$ cat config.mk
export PLATFORM = sky130hd
export DESIGN_NAME = tf_gen_ctrl
export DESIGN_NICKNAME = d
export VERILOG_FILES = /design/src/rtl/tf_gen_ctrl_pkg.sv /design/src/rtl/tf_gen_ctrl_bu_counter.sv /design/src/rtl/tf_gen_ctrl.sv
export SDC_FILE = /design/constraint.sdc
export NUM_CORES = 2
export LEC_CHECK = 0
export BUFFER_PORTS_ARGS = -buffer_cell sky130_fd_sc_hd__buf_4
export CAP_MARGIN = 20
export CORE_AREA = 2 2 738 740
export CTS_CLUSTER_DIAMETER = 50
export DETAILED_ROUTE_END_ITERATION = 6
export DIE_AREA = 0 0 740 742
export SLEW_MARGIN = 20
export SYNTH_ARGS = -nofsm -noshare
export SYNTH_HDL_FRONTEND = slang
export SYNTH_SLANG_ARGS = --single-unit
$ cat constraint.sdc
create_clock -name clk -period 64.2 [get_ports clk]
set_clock_uncertainty 0.05 [all_clocks]
set_input_delay 12.84 -clock clk [delete_from_list [all_inputs] [get_ports clk]]
set_output_delay 12.84 -clock clk [all_outputs]
set_load 0.02 [all_outputs]
$ cat src/rtl/tf_gen_ctrl_pkg.sv
// Shared types for the twiddle-factor generator sequencer.
package tf_ctrl_pkg;

  typedef enum logic [2:0] {
    IDLE, LOAD_BASE, LOAD_CONST, DELAY, RUN, UPDATE, DONE
  } state_e;

  // Butterfly reads per group for a given stage; later stages reuse the last size.
  function automatic int grp_size(input int stage, input int g0, input int g1, input int g2);
    case (stage)
      0:       return g0;
      1:       return g1;
      default: return g2;
    endcase
  endfunction

endpackage

$ cat src/rtl/tf_gen_ctrl_bu_counter.sv
// Butterfly-read counters: reads in the current group and reads in the current stage.
module tf_bu_counter #(
  parameter int BU_TOTAL = 512
)(
  input  logic                        clk,
  input  logic                        rst,
  input  logic                        en,
  input  logic                        clr_bu,
  input  logic                        clr_sw,
  input  logic [$clog2(BU_TOTAL)-1:0] grp_last,
  output logic                        grp_end,
  output logic                        stage_end
);

  localparam int BW = $clog2(BU_TOTAL);
  localparam int SW = $clog2(BU_TOTAL + 1);

  logic [BW-1:0] bu_cnt;
  logic [SW-1:0] sw_cnt;

  always_ff @(posedge clk or posedge rst) begin
    if (rst) begin
      bu_cnt <= '0;
      sw_cnt <= '0;
    end else begin
      if (clr_bu)  bu_cnt <= '0;
      else if (en) bu_cnt <= bu_cnt + 1'b1;
      if (clr_sw)  sw_cnt <= '0;
      else if (en) sw_cnt <= sw_cnt + 1'b1;
    end
  end

  assign grp_end   = (bu_cnt == grp_last);
  assign stage_end = (sw_cnt == SW'(BU_TOTAL));

endmodule

$ cat src/rtl/tf_gen_ctrl.sv
// Sequencer for TF_gen: loads base rows and constants from the init ROM, then
// issues per-butterfly read strobes and end-of-group base-update strobes.
module tf_gen_ctrl
  import tf_ctrl_pkg::*;
#(
  parameter int DW        = 32,
  parameter int BANK_NUM  = 15,
  parameter int CONST_NUM = 14,
  parameter int K         = 3,
  parameter int BU_TOTAL  = 512,
  parameter int GRP0      = 512,
  parameter int GRP1      = 32,
  parameter int GRP2      = 2,
  parameter int START_DLY = 2
)(
  input  logic                      clk,
  input  logic                      rst,
  input  logic                      start,
  input  logic                      bu_ready,
  output logic [$clog2(K)-1:0]      base_addr,
  input  logic [BANK_NUM*DW-1:0]    base_row,
  input  logic [CONST_NUM*DW-1:0]   const_row,
  output logic                      tf_init_base,
  output logic                      tf_init_const,
  output logic                      tf_ren,
  output logic                      tf_wen,
  output logic [DW-1:0]             it_depth_cnt,
  output logic [BANK_NUM*DW-1:0]    tf_base_in,
  output logic [CONST_NUM*DW-1:0]   tf_const_in,
  output logic                      busy,
  output logic                      done
);

  localparam int AW      = $clog2(K);
  localparam int BW      = $clog2(BU_TOTAL);
  localparam int CNT_MAX = (K > START_DLY) ? K : START_DLY;
  localparam int CW      = $clog2(CNT_MAX + 1);

  if ((BU_TOTAL % GRP0) != 0 || (BU_TOTAL % GRP1) != 0 || (BU_TOTAL % GRP2) != 0) begin : g_bad_grp
    $error("tf_gen_ctrl: BU_TOTAL must be divisible by every group size");
  end

  state_e          state, state_nx;
  logic [CW-1:0]   cnt, cnt_nx;
  logic [AW-1:0]   stage, stage_nx;
  logic            clr_sw, grp_end, stage_end;
  logic [BW-1:0]   grp_last;

  // cnt is the row about to be loaded, so the ROM row lands on the same edge as the strobe.
  assign base_addr = AW'(cnt);
  assign grp_last  = BW'(grp_size(int'(stage), GRP0, GRP1, GRP2) - 1);

  tf_bu_counter #(.BU_TOTAL(BU_TOTAL)) u_bu_counter (
    .clk       (clk),
    .rst       (rst),
    .en        (state == RUN && tf_ren),
    .clr_bu    (state == UPDATE),
    .clr_sw    (clr_sw),
    .grp_last  (grp_last),
    .grp_end   (grp_end),
    .stage_end (stage_end)
  );

  always_comb begin
    state_nx = state;
    cnt_nx   = '0;
    stage_nx = stage;
    clr_sw   = 1'b0;
    case (state)
      IDLE:       if (start) state_nx = LOAD_BASE;
      LOAD_BASE:  if (cnt == CW'(K)) state_nx = LOAD_CONST;
      LOAD_CONST: state_nx = DELAY;
      DELAY:      if (cnt == CW'(START_DLY - 1)) state_nx = RUN;
      RUN:        if (tf_ren && grp_end) state_nx = UPDATE;
      UPDATE: begin
        if (!stage_end) begin
          state_nx = RUN;
        end else if (int'(stage) < K - 1) begin
          stage_nx = stage + 1'b1;
          clr_sw   = 1'b1;
          state_nx = RUN;
        end else begin
          state_nx = DONE;
        end
      end
      DONE: begin
        state_nx = IDLE;
        stage_nx = '0;
        clr_sw   = 1'b1;
      end
      default: state_nx = IDLE;
    endcase
    if (state_nx == LOAD_BASE || (state == DELAY && state_nx == DELAY))
      cnt_nx = cnt + 1'b1;
  end

  // Outputs are registered from the next state so they line up with the phase they describe.
  always_ff @(posedge clk or posedge rst) begin
    if (rst) begin
      state         <= IDLE;
      cnt           <= '0;
      stage         <= '0;
      tf_init_base  <= 1'b0;
      tf_init_const <= 1'b0;
      tf_ren        <= 1'b0;
      tf_wen        <= 1'b0;
      done          <= 1'b0;
      busy          <= 1'b0;
      it_depth_cnt  <= '0;
      tf_base_in    <= '0;
      tf_const_in   <= '0;
    end else begin
      state         <= state_nx;
      cnt           <= cnt_nx;
      stage         <= stage_nx;
      tf_init_base  <= (state_nx == LOAD_BASE);
      tf_init_const <= (state_nx == LOAD_CONST);
      tf_ren        <= (state_nx == RUN) && bu_ready;
      tf_wen        <= (state_nx == UPDATE);
      done          <= (state_nx == DONE);
      busy          <= (state_nx != IDLE);
      if (state_nx == LOAD_BASE) begin
        tf_base_in   <= base_row;
        it_depth_cnt <= DW'(cnt);
      end
      if (state_nx == LOAD_CONST) begin
        tf_const_in  <= const_row;
        it_depth_cnt <= '0;
      end
      if (state_nx == RUN || state_nx == UPDATE)
        it_depth_cnt <= DW'(stage_nx);
    end
  end

endmodule

==> reports/results.ini <==
[outcome]
outcome=finished clean

[cells_and_area]
syn_to_final_growth_pct=77.50
final_nets=6925
fill_cells=62280
layout-drive-gt1-share=0.3614

[sta]
hold_viol_final=0
relSlewSlack=0.2574
finalCriticalPeriod_ns=15.78
clock.fmax_mhz=63.38
setup_viol=0
slew_violations=0
worstMarginPinSlew_ns=1.114
fin_crit_sh=0.2458
setup_tns_ns=0
rsz0062_at_grt=false

[critical_path]
critPathArrivalTime_ns=16.57
startpoint_type=input port
path_class=in -> async
cp.required_ns=64.99
cp-end-kind=asynchronous set/reset pin
crit_fanout=147

[clock_tree]
cts_tree=done
h-tree-depth=4
cts_hold_buf=0
cts_setup_buffers=0
cts_made_buffers=169
cts-root-buf=clkbuf_16
clock-sinks=962
clk_pin_slew_ns=0.06
clk_latency_ns=0.92
cts_buffer_depth=4
cts_resized=0

[floorplanning]
die_w_um=740
rows=271
core_mm2=0.5422
start_util=0.06755
dieArea_mm2=0.5491
die_y_um=742
io_pins=1900

[yosys]
synth_edf_count=0
ys.flop_type=dfrtp_1
syn_inst=4121
yosys_warnings=0
async_flop_share=1.000
ys_seq_area_frac=0.6573
synth.avg_cell_area_um2=8.888
synth_cell_types=43
ys_ff_latch=962
synth_area_mm2=0.03663

[power]
leakage_nw=32.26
power.total_mw=4.502
max-vdd-ir-drop_v=0.00003403
power_density_mw_per_mm2=69.25

[route]
wl_um=430900
via_count=37820
wl_per_cell_um=32.09
drtPass1Iterations=6
detail_route.vias_per_cell=2.816
ant_nets=0
drt_iter0_drc=3137
drc_errors=0

[global_routing]
antenna_found_initial=315
grt-ovfl-total=0
grt_pass1_vias=37850
grt_pass1_wl_um=513800
grtUsageTotal=0.1512
grt_max_degree=148

[flow_run]
cap_violations=0

[placement]
hpwl_um=383500
place.gp.congestion=1.015
port-buffer-count=1869

[hold_path]
hp-class=reg -> reg

[where the power goes]
group	leakage [nW]	total (mW)	switching (mW)	internal, mW
Sequential	11.7	1.13	0.211	0.916
Combinational	17.7	2.41	1.81	0.605
Clock	2.84	0.964	0.378	0.585
[per-stage QoR]
step	utilization	std cells	cell area, um^2	worst slack [ns]	hold WS, ns
2_1_floorplan	-	4150	36740	24.25	0.4448
3_3_place_gp	0.1087	13050	58960	47.44	0.4086
3_5_place_dp	0.1087	13050	58960	47.37	0.4133
4_1_cts	0.1196	13360	64840	48.35	0.4267
5_1_grt	0.1198	13400	64940	47.91	0.4425
6_report	0.1199	13430	65010	48.42	0.4200
[final cells by class]
cell class,count,area [um^2],area share
Sequential cell,962,24070,0.3703
Timing Repair Buffer,1906,14350,0.2207
Multi-Input combinational cell,2935,11420,0.1756
Tap cell,7234,9051,0.1392
Clock buffer,210,4636,0.07130
Clock inverter,101,1250,0.01923
Antenna cell,67,167.7,0.002579
Inverter,12,67.56,0.001039
[state kept, by name, indices dropped and copies added (netlist names)]
name,count
tf_init_base,1
tf_base_in,480
tf_wen,1
tf_init_const,1
u_bu_counter.sw_cnt,10
stage,2
busy,1
u_bu_counter.bu_cnt,9
base_addr,2
tf_const_in,448
tf_ren,1
state,3
it_depth_cnt,2
done,1
[per-layer routing]
metal,GRT usage,part of all wire,up-vias
met4,0.07994,0.066,44
met1,0.1271,0.29,18060
met2,0.2227,0.41,2514
li1,-,-,16240
met5,0.00008735,0.00064,-
met3,0.1601,0.23,962
[cells in the final DEF, fill, tap and decap left out, types with 4 or more instances in the layout]
| master | synthesis | layout |
|---|---|---|
| nor2_1 | 24 | 24 |
| o21ai_0 | 5 | 5 |
| clkinvlp_4 | 0 | 20 |
| nand4_1 | 6 | 6 |
| diode_2 | 0 | 67 |
| conb_1 | 1 | 30 |
| nor3_1 | 4 | 4 |
| clkbuf_8 | 0 | 21 |
| clkinv_4 | 0 | 12 |
| buf_4 | 34 | 1902 |
| nand2_1 | 2800 | 2800 |
| clkinv_16 | 0 | 4 |
| dfrtp_1 | 962 | 962 |
| clkbuf_16 | 0 | 171 |
| clkinv_2 | 0 | 23 |
| xnor2_1 | 8 | 8 |
| clkbuf_1 | 57 | 18 |
| inv_8 | 0 | 7 |
| xor2_1 | 9 | 9 |
| inv_1 | 11 | 9 |
| inv_6 | 0 | 18 |
| ha_1 | 7 | 7 |
| a21oi_1 | 6 | 6 |
| bufinv_16 | 0 | 16 |
[path summary, 6_finish.rpt]
kind / slack [ns] / depth (start not counted) / endpoint / from
hold reg to reg: 0.42 / 2 / tf_base_in[392] / tf_base_in[392]
max in group clk: 48.91 / 8 / tf_base_in[153] / start
setup / recovery: 48.42 / 6 / tf_base_in[113] / rst
hold / removal: 0.42 / 2 / tf_base_in[392] / tf_base_in[392]
setup reg to reg: 59.44 / 9 / tf_const_in[432] / base_addr[0]
min in group asynchronous: 11.97 / 2 / tf_base_in[392] / rst
[cell families (layout without fill, tap and decap cells)]
| kind of cell | Yosys count | count (layout) | share of synthesized area |
|---|---|---|---|
| AND/OR/NAND/NOR | 2858 | 2858 | 0.2970 |
| other | 1 | 97 | 0.0001024 |
| multiplexers | 4 | 4 | 0.001127 |
| XOR/XNOR | 17 | 17 | 0.004065 |
| flip-flops | 962 | 962 | 0.6573 |
| AO/OA/AOI/OAI | 19 | 19 | 0.003894 |
| adder cells (fa/ha/maj) | 7 | 7 | 0.002391 |
| buffers and inverters | 253 | 2229 | 0.03420 |
[cells in the mapped netlist, types with 2 or more instances]
| library cell | n | area [um^2] |
|---|---|---|
| nand3_1 | 2 | 10.01 |
| buf_1 | 15 | 56.30 |
| or3_1 | 2 | 12.51 |
| nor2b_1 | 2 | 12.51 |
| nor4_1 | 2 | 12.51 |
| buf_4 | 34 | 255.2 |
| nand4_1 | 6 | 37.54 |
| xnor2_1 | 8 | 70.07 |
| and3_1 | 2 | 12.51 |
| dfrtp_1 | 962 | 24070 |
| and3b_1 | 2 | 17.52 |
| xor2_1 | 9 | 78.83 |
| a21oi_1 | 6 | 30.03 |
| mux2i_1 | 3 | 30.03 |
| a211oi_1 | 2 | 15.01 |
| ha_1 | 7 | 87.58 |
| buf_2 | 134 | 670.6 |
| nor2_1 | 24 | 90.09 |
| o21ai_2 | 3 | 26.28 |
| clkbuf_1 | 57 | 214.0 |
| nor3_1 | 4 | 20.02 |
| nand2_1 | 2800 | 10510 |
| inv_1 | 11 | 41.29 |
| o21ai_0 | 5 | 25.02 |
[critical path, stage by stage]
cell	delay, ns
buf_4	0.13
inv_8	0.29
buf_12	0.57
buf_4	0.71
buf_4	0.68
buf_4	0.85
Power figures use the tool's default switching activity.
